**src/rtl/uart_matrix_pkg.sv**
```systemverilog
// Shared types and constants for the UART matrix engine.
// State and op encodings plus an index-width helper.
package uart_matrix_pkg;

  typedef enum logic [1:0] {
    ST_LOAD_A  = 2'd0,
    ST_LOAD_B  = 2'd1,
    ST_COMPUTE = 2'd2,
    ST_SEND    = 2'd3
  } state_e;

  localparam logic OP_MUL = 1'b0;
  localparam logic OP_ADD = 1'b1;

  function automatic int unsigned idx_w(input int unsigned n);
    return (n < 2) ? 1 : $clog2(n);
  endfunction

endpackage

```
**src/rtl/uart_matrix_engine_mac_unit.sv**
```systemverilog
// Registered single-cycle unsigned multiply-accumulate.
// clear with enable restarts the sum at the current product.
module matrix_mac_unit #(
  parameter int DATA_W = 8,
  parameter int ACC_W  = 18
) (
  input  logic              clk,
  input  logic              rst,
  input  logic              clear_i,
  input  logic              enable_i,
  input  logic [DATA_W-1:0] a_i,
  input  logic [DATA_W-1:0] b_i,
  output logic [ACC_W-1:0]  acc_o
);

  logic [ACC_W-1:0] acc_q;
  logic [ACC_W-1:0] prod;

  assign prod  = ACC_W'(a_i) * ACC_W'(b_i);
  assign acc_o = acc_q;

  always_ff @(posedge clk) begin
    if (rst) begin
      acc_q <= '0;
    end else if (enable_i) begin
      acc_q <= (clear_i ? '0 : acc_q) + prod;
    end else if (clear_i) begin
      acc_q <= '0;
    end
  end

endmodule

```
**src/rtl/uart_matrix_engine.sv**
```systemverilog
// NxN byte-matrix engine between UART rx and tx: loads A and B, computes A*B or A+B.
// Define UART_MATRIX_CHECKSUM_EN to append an XOR checksum byte after the result.
module uart_matrix_engine
  import uart_matrix_pkg::*;
#(
  parameter int N      = 3,
  parameter int DATA_W = 8,
  parameter int ACC_W  = 2*DATA_W+$clog2(N)
) (
  input  logic              clk,
  input  logic              rst,
  input  logic              rx_valid,
  input  logic [DATA_W-1:0] rx_byte,
  input  logic              op_sel,
  output logic [DATA_W-1:0] tx_byte,
  output logic              tx_valid,
  input  logic              tx_ack,
  output logic              busy,
  output logic [1:0]        state_o,
  output logic              overrun,
  output logic              done
);

  localparam int NN = N*N;
`ifdef UART_MATRIX_CHECKSUM_EN
  localparam int NOUT = NN+1;
`else
  localparam int NOUT = NN;
`endif
  localparam int AW = idx_w(NN);
  localparam int OW = idx_w(NOUT);
  localparam int KW = idx_w(N);

  localparam logic [AW-1:0] LAST_IX = AW'(NN-1);
  localparam logic [OW-1:0] LAST_OX = OW'(NOUT-1);
  localparam logic [KW-1:0] LAST_K  = KW'(N-1);

  state_e            state_q;
  logic [DATA_W-1:0] a_q [NN];
  logic [DATA_W-1:0] b_q [NN];
  logic [DATA_W-1:0] r_q [NN];
  logic [AW-1:0]     idx_q;
  logic [AW-1:0]     wr_ix_q;
  logic [OW-1:0]     ox_q;
  logic [KW-1:0]     row_q;
  logic [KW-1:0]     col_q;
  logic [KW-1:0]     k_q;
  logic              op_q;
  logic              wr_pend_q;
  logic              tx_valid_q;
  logic [DATA_W-1:0] tx_byte_q;
  logic              busy_q;
  logic              overrun_q;
  logic              done_q;
`ifdef UART_MATRIX_CHECKSUM_EN
  logic [DATA_W-1:0] csum_q;
`endif

  logic [AW-1:0]     a_ix;
  logic [AW-1:0]     b_ix;
  logic [AW-1:0]     e_ix;
  logic [OW-1:0]     nx_ox;
  logic [DATA_W-1:0] nx_byte;
  logic [DATA_W-1:0] sum_add;
  logic              mac_en;
  logic              mac_clr;
  logic              elem_step;
  logic [ACC_W-1:0]  acc;
  logic              unused_acc_hi;

  assign a_ix  = AW'(row_q) * AW'(N) + AW'(k_q);
  assign b_ix  = AW'(k_q) * AW'(N) + AW'(col_q);
  assign e_ix  = AW'(row_q) * AW'(N) + AW'(col_q);
  assign nx_ox = ox_q + OW'(1);

  assign sum_add   = a_q[e_ix] + b_q[e_ix];
  assign mac_en    = (state_q == ST_COMPUTE) && (op_q == OP_MUL);
  assign mac_clr   = (k_q == '0);
  assign elem_step = (op_q == OP_ADD) || (k_q == LAST_K);

  assign unused_acc_hi = ^acc[ACC_W-1:DATA_W];

  always_comb begin
    nx_byte = '0;
    if (int'(nx_ox) < NN) nx_byte = r_q[AW'(nx_ox)];
`ifdef UART_MATRIX_CHECKSUM_EN
    else nx_byte = csum_q;
`endif
  end

  matrix_mac_unit #(
    .DATA_W (DATA_W),
    .ACC_W  (ACC_W)
  ) u_mac (
    .clk      (clk),
    .rst      (rst),
    .clear_i  (mac_clr),
    .enable_i (mac_en),
    .a_i      (a_q[a_ix]),
    .b_i      (b_q[b_ix]),
    .acc_o    (acc)
  );

  always_ff @(posedge clk) begin
    if (rst) begin
      state_q    <= ST_LOAD_A;
      a_q        <= '{default: '0};
      b_q        <= '{default: '0};
      r_q        <= '{default: '0};
      idx_q      <= '0;
      wr_ix_q    <= '0;
      ox_q       <= '0;
      row_q      <= '0;
      col_q      <= '0;
      k_q        <= '0;
      op_q       <= OP_MUL;
      wr_pend_q  <= 1'b0;
      tx_valid_q <= 1'b0;
      tx_byte_q  <= '0;
      busy_q     <= 1'b0;
      overrun_q  <= 1'b0;
      done_q     <= 1'b0;
`ifdef UART_MATRIX_CHECKSUM_EN
      csum_q     <= '0;
`endif
    end else begin
      done_q    <= 1'b0;
      wr_pend_q <= 1'b0;
      // MAC result lands one cycle after its last term
      if (wr_pend_q) begin
        r_q[wr_ix_q] <= acc[DATA_W-1:0];
`ifdef UART_MATRIX_CHECKSUM_EN
        csum_q <= csum_q ^ acc[DATA_W-1:0];
`endif
      end
      unique case (state_q)
        ST_LOAD_A: begin
          if (rx_valid) begin
            a_q[idx_q] <= rx_byte;
            if (idx_q == '0) op_q <= op_sel;
            if (idx_q == LAST_IX) begin
              idx_q   <= '0;
              state_q <= ST_LOAD_B;
            end else begin
              idx_q <= idx_q + AW'(1);
            end
          end
        end
        ST_LOAD_B: begin
          if (rx_valid) begin
            b_q[idx_q] <= rx_byte;
            if (idx_q == LAST_IX) begin
              idx_q   <= '0;
              row_q   <= '0;
              col_q   <= '0;
              k_q     <= '0;
              busy_q  <= 1'b1;
              state_q <= ST_COMPUTE;
`ifdef UART_MATRIX_CHECKSUM_EN
              csum_q  <= '0;
`endif
            end else begin
              idx_q <= idx_q + AW'(1);
            end
          end
        end
        ST_COMPUTE: begin
          if (rx_valid) overrun_q <= 1'b1;
          if (op_q == OP_ADD) begin
            r_q[e_ix] <= sum_add;
`ifdef UART_MATRIX_CHECKSUM_EN
            csum_q <= csum_q ^ sum_add;
`endif
          end else if (k_q == LAST_K) begin
            k_q       <= '0;
            wr_pend_q <= 1'b1;
            wr_ix_q   <= e_ix;
          end else begin
            k_q <= k_q + KW'(1);
          end
          if (elem_step) begin
            if (col_q == LAST_K) begin
              col_q <= '0;
              if (row_q == LAST_K) begin
                row_q   <= '0;
                state_q <= ST_SEND;
              end else begin
                row_q <= row_q + KW'(1);
              end
            end else begin
              col_q <= col_q + KW'(1);
            end
          end
        end
        ST_SEND: begin
          if (rx_valid) overrun_q <= 1'b1;
          // tx_valid is low in SEND only on the entry cycle
          if (!tx_valid_q) begin
            tx_valid_q <= 1'b1;
            tx_byte_q  <= r_q[0];
            ox_q       <= '0;
          end else if (tx_ack) begin
            if (ox_q == LAST_OX) begin
              tx_valid_q <= 1'b0;
              done_q     <= 1'b1;
              busy_q     <= 1'b0;
              ox_q       <= '0;
              state_q    <= ST_LOAD_A;
            end else begin
              ox_q      <= nx_ox;
              tx_byte_q <= nx_byte;
            end
          end
        end
      endcase
    end
  end

  assign tx_byte  = tx_byte_q;
  assign tx_valid = tx_valid_q;
  assign busy     = busy_q;
  assign state_o  = state_q;
  assign overrun  = overrun_q;
  assign done     = done_q;

endmodule

```
**config.mk**
```make
export PLATFORM = sky130hd
export DESIGN_NAME = uart_matrix_engine
export DESIGN_NICKNAME = d
export VERILOG_FILES = /design/src/rtl/uart_matrix_pkg.sv /design/src/rtl/uart_matrix_engine_mac_unit.sv /design/src/rtl/uart_matrix_engine.sv
export SDC_FILE = /design/constraint.sdc
export NUM_CORES = 1
export LEC_CHECK = 0
export BUFFER_PORTS_ARGS = -buffer_cell sky130_fd_sc_hd__buf_2
export CAP_MARGIN = 20
export CORE_MARGIN = 5
export CORE_UTILIZATION = 30
export CTS_CLUSTER_SIZE = 16
export DETAILED_ROUTE_END_ITERATION = 6
export SLEW_MARGIN = 25
export SYNTH_ARGS = -nofsm -noshare
export SYNTH_HDL_FRONTEND = slang
export SYNTH_SLANG_ARGS = --single-unit
```
**constraint.sdc**
```tcl
create_clock -name clk -period 8.05 [get_ports clk]
set_clock_uncertainty 0.1 [all_clocks]
set_input_delay 1.61 -clock clk [delete_from_list [all_inputs] [get_ports clk]]
set_output_delay 1.61 -clock clk [all_outputs]
set_load 0.01 [all_outputs]
```
After elaboration in Yosys (flattened, before gate mapping)
Index checks and enable logic that the tools add are counted.

word-level totals
  logic and storage cells = 197
  output and inout port bits = 14
  register bits after elaboration = 268
  input port bits = 13

operators by class
  $lt $le $gt $ge = 10
  muxes and demuxes = 73
  $add $sub $neg = 10
  multiply operators = 3
  reductions and logical operators = 27
  equality and inequality tests = 21
  bitwise operators = 11

operator list
  operator               number
  $bwmux W72             4
  $mux W72               4
  $bmux W8 S4            5
  $mux W8                17
  $demux W8 S4           3
  $mux W2                19
  $mux W18               2
  $ge A5 B5 Y1 const B   6
  $not A4 Y5             6
  $ne A2 B2 Y1 const B   11
  $add A18 B16 Y18       1
  $mul A8 B8 Y16         1
  $mux W4                4
  $lt A5 B1 Y1 const B   3
  $add A4 B2 Y4          3
  $pmux W2 S2            3
  $eq A2 B2 Y1 const B   5
  $mux W1                10
  $reduce_and A10 Y1     1
  $reduce_and A2 Y1      5
  $reduce_and A3 Y1      3
  $add A4 B1 Y4 const B  2
  $add A8 B8 Y8          1
  $eq A4 B4 Y1 const B   2
  other kinds (19)       34

Longest topological paths before layout
  word-level depth = 11
  mapped depth = 29

By module
Synthesis repeated with hierarchy kept, for this count alone.

second synthesis, totals
  cells, all modules = 1945
  area total of the unflattened synthesis = 17105.2 µm²

by module, submodules not included
  module              area each (µm²)  sequential area each (µm²)  cells an instance  times used
  uart_matrix_engine  13751.9          5004.8                      1543               1
  matrix_mac_unit     3353.2           360.3                       402                1

Worst setup path before layout
Ideal clock, no wire load.

  path type = register to register
  start point = register col_q[1]
  end point = register u_mac.acc_q[7], in the netlist u_mac.acc_o[7]
  arrival = 6685 ps
  setup time = 79 ps
  path buffers = 3
  stages on the path, launching flop included = 28
  path slack = 1186 ps
  period minus slack after synthesis = 6864 ps
  path through = dfxtp_1 inv_1 fa_1 inv_1 ha_1 inv_1 fa_1 buf_2 nor2b_1 buf_2 and3b_1 clkbuf_1 a32o_1 nand2_1 fa_1 inv_1 fa_1 inv_1 fa_1 fa_1 inv_1 ha_1 a21oi_1 xnor2_1 xnor2_1 xnor3_1 xnor3_1 a211oi_2

on the way
  longest elaborated chain between the ends = 8

RTL lines
  item                                         RTL line                           RTL
  start, declared                              uart_matrix_engine.sv:46           logic [KW-1:0] col_q;
  start signal, assigned                       uart_matrix_engine.sv:191          col_q <= col_q + KW'(1);
  $add A4 B2 Y4                                uart_matrix_engine.sv:72           assign b_ix = AW'(k_q) * AW'(N) + AW'(col_q);
  $not A4 Y5 (implied by the code)             uart_matrix_engine.sv:100          .b_i (b_q[b_ix]),
  $bmux W8 S4                                  uart_matrix_engine.sv:100
  $mux W8 (implied by the code) (2 in series)  uart_matrix_engine.sv:100
  $mul A8 B8 Y16                               uart_matrix_engine_mac_unit.sv:19  assign prod = ACC_W'(a_i) * ACC_W'(b_i);
  $add A18 B16 Y18                             uart_matrix_engine_mac_unit.sv:26  acc_q <= (clear_i ? '0 : acc_q) + prod;
  $mux W18                                     uart_matrix_engine_mac_unit.sv:25  end else if (enable_i) begin
  end signal, assigned                         uart_matrix_engine_mac_unit.sv:26
  end, declared                                uart_matrix_engine_mac_unit.sv:16  logic [ACC_W-1:0] acc_q;

Every way passes these cells. The select of a mux whose other input is x is not followed.
A chain may end at the register's enable or synchronous reset.

Worst setup path in the final report
Ends and elaborated chain as after synthesis.

==> results.sh <==
export IMPL_layout_drive_gt1_share_pct=12.1
export IMPL_cts_hold_buffers=0
export IMPL_leakage_nw=6.02
export IMPL_power_ir_vdd_worst_mv=0.158
export IMPL_fin_crit_sh_pct=91.3
export IMPL_crit_family="adder cells"
export IMPL_setup_total_negative_slack_ps=0
export IMPL_ant_diodes=0
export IMPL_synth_cell_area_sq_mm=0.0150
export IMPL_average_cell_area_after_synthesis_sq_um=8.84
export IMPL_place_hpwl_mm=28.7
export IMPL_syn_instance_count=1693
export IMPL_cts_root_buffer="clkbuf_16"
export IMPL_drt_first_iter_violations=1128
export IMPL_first_global_vias=12000
export IMPL_run_status="complete, no violations"
export IMPL_grt_util_all_layers_pct=15.6
export IMPL_antenna_found_initial=0
export IMPL_maxSlewViolCount=0
export IMPL_post_drt_wl_per_cell_microns=18.6
export IMPL_yosysMostFrequentCell="dfxtp_1"
export IMPL_num_io_pins=27
export IMPL_setup_viol_count_final=0
export IMPL_filler_cell_count=5058
export IMPL_via_count=12300
export IMPL_totalWireLength_mm=43.3
export IMPL_floorplan_die_height_microns=233
export IMPL_postSynthNetCount=1778
export IMPL_grt_first_pass_wirelength_mm=68.8
export IMPL_overall_overflow_remaining_after_global_route=0
export IMPL_numPortBuffers=26
export IMPL_std_cell_rows=81
export IMPL_final_hold_viol_count=0
export IMPL_worst_slew_pin_transition_ps=1250
export IMPL_ffs_w_async_s_r_synth_pct=0
export IMPL_netlist_top_cells_count="dfxtp_1 (258), nand2_1 (212), a21oi_1 (168)"
export IMPL_p_total_mw=3.07
export IMPL_cp_end_kind="flop"
export IMPL_netlist_cell_type_count=49
export IMPL_die_area_sq_mm=0.0544
export IMPL_timing_hold_worst_class="reg -> reg"
export IMPL_seq_area_frac_synth_pct=34.5
export IMPL_power_density_mw_per_mm2=185
export IMPL_ys_top_cells_by_area="dfxtp_1 (35%), mux4_2 (11%), mux2i_1 (9.0%)"
export IMPL_maximum_capacitance_violations=0
export IMPL_yosys_warnings=0
export IMPL_synth_area_leader_cell="dfxtp_1"
export IMPL_cp_data_arrival_time_ps=7730
export IMPL_placed_instances=2271
export IMPL_gpl_final_weighted_congestion=0.859
export IMPL_detail_route_vias_per_cell=5.31
export IMPL_final_core_utilization_pct=33.8
export IMPL_cts_reportedPaths_clkPinSlew_ps=70
export IMPL_worst_path_buf_inv=6
export IMPL_core_area_sq_mm=0.0492
export IMPL_crit_path_start_kind="flop"
export IMPL_relSlewSlack_pct=16.6
export IMPL_unrepaired_setup_endpoints_after_global_routing="false"
export IMPL_cts_htree_levels=1
export IMPL_cts_tree="done"
export IMPL_ff_latch_area_sq_mm=0.00516
export IMPL_placed_cell_area_sq_mm=0.0156
export IMPL_antenna_violating_nets_post_route=0
export IMPL_post_route_cell_area_sq_mm=0.0166
export IMPL_number_of_buffers_added_by_the_clock_tree_synthesis_step=28
export IMPL_clock_sinks=258
export IMPL_drc=0
export IMPL_area_occupied_by_multi_input_gates_sq_mm=0.00906
export IMPL_postCtsSetupRepairBufs=0
export IMPL_start_util_pct=30.4
export IMPL_crit_slowest_cell="fa_1"
export IMPL_number_of_storage_elements_in_the_synthesis_netlist=258
export IMPL_post_cts_resize_count=0
export IMPL_yosysTopAreaCellShare_pct=34.5
export IMPL_timing_fmax_ghz=0.136
export IMPL_die_width_microns=233
export IMPL_timing_critical_path_fanout_max=7
export IMPL_finalCriticalPeriod_ps=7350
export IMPL_yosys_most_used_dff="dfxtp_1"
export IMPL_clock_latency_of_the_later_clocked_register_in_the_worst_skew_pair_ps=570
export IMPL_fin_cells=2321
export IMPL_clk_path_buf_depth=3
export IMPL_cp_data_required_time_ps=8420
export IMPL_edff_count_synth=0
export IMPL_drt_first_pass_iters=7
export IMPL_design_final_nets=1722
export IMPL_grt_max_degree=207
export IMPL_critical_path_class="reg -> reg"
export IMPL_critical_path_max_stage_delay_ps=670
export IMPL_area_growth_pct=11.1
==> logic make-up after synthesis <==
| family | Yosys count | synth area share, % |
|---|---|---|
| fa+ha+maj | 72 | 7.18 |
| simple gates | 582 | 17.0 |
| compound gates | 332 | 13.3 |
| flops | 258 | 34.5 |
| mux | 217 | 20.5 |
| buf+inv | 202 | 5.36 |
| xor+xnor | 30 | 2.12 |
==> state kept, by name (all words and copies together) (netlist names) <==
| register | cells |
|---|---|
| wr_pend_q | 1 |
| state_o | 2 |
| done | 1 |
| u_mac.acc_o | 8 |
| row_q | 2 |
| overrun | 1 |
| k_q | 2 |
| col_q | 2 |
| idx_q | 4 |
| tx_byte | 8 |
| a_q | 72 |
| ox_q | 4 |
| wr_ix_q | 4 |
| busy | 1 |
| op_q | 1 |
| tx_valid | 1 |
| b_q | 72 |
| r_q | 72 |
==> stage by stage <==
| step | hold WS [ps] | setup WS (ps) |
|---|---|---|
| after detailed placement | 354 | 755 |
| after global routing | 386 | 275 |
| final | 365 | 700 |
| after CTS | 362 | 737 |
| after global placement | 331 | 813 |
| after floorplan | 343 | 1190 |
==> final timing paths <==
path | slack, ps | to | start | cells past startpoint
setup / recovery | 700 | u_mac.acc_o[7] | col_q[1] | 25
setup reg to reg | 700 | u_mac.acc_o[7] | col_q[1] | 25
hold / removal | 370 | overrun | overrun | 2
hold reg to reg | 370 | overrun | overrun | 2
==> power by group <==
group	switching, mW	internal [mW]
Combinational	0.287	0.106
Clock	0.544	0.810
Sequential	0.0216	1.30
==> worst reg2reg max path: stages (launching register included) <==
cell,delay [ps]
dfxtp_1,440
inv_1,150
fa_1,530
inv_1,80
ha_1,140
inv_1,40
fa_1,670
nor2b_1,260
and3b_1,330
a32o_1,400
nand2_1,140
fa_1,570
inv_1,50
fa_1,450
ha_1,300
inv_1,50
fa_1,520
fa_1,470
inv_1,70
a21o_1,110
a21oi_1,80
xnor2_1,200
xnor2_1,150
xnor3_1,430
xnor3_1,360
a211oi_2,210
==> cell usage in the layout, fill, tap and decap left out, types with 47 or more instances in the layout <==
| master | synthesis | layout |
|---|---|---|
| nor2_1 | 149 | 147 |
| ha_1 | 49 | 47 |
| mux2i_1 | 135 | 135 |
| mux4_2 | 70 | 70 |
| dfxtp_1 | 258 | 258 |
| inv_1 | 61 | 61 |
| a21oi_1 | 168 | 168 |
| nand2_1 | 212 | 212 |
| nand3_1 | 155 | 155 |
| a211oi_1 | 69 | 69 |
==> final cells by class <==
type,instances,share of cell area (%)
Clock buffer,41,4.99
Clock inverter,9,0.843
Inverter,61,1.38
Multi-Input combinational cell,1233,54.5
Sequential cell,258,31.1
Tap cell,664,5.00
Timing Repair Buffer,55,2.22
==> per-layer routing <==
| metal | GRT usage (%) | part of all wire, % | vias to the layer above |
|---|---|---|---|
| met5 | 0 | 0 | - |
| met4 | 2.97 | 1.8 | 0 |
| met2 | 26.3 | 48 | 361 |
| met1 | 21.6 | 45 | 6036 |
| li1 | - | - | 5877 |
| met3 | 1.88 | 5.2 | 55 |
Power figures use the tool's default switching activity.
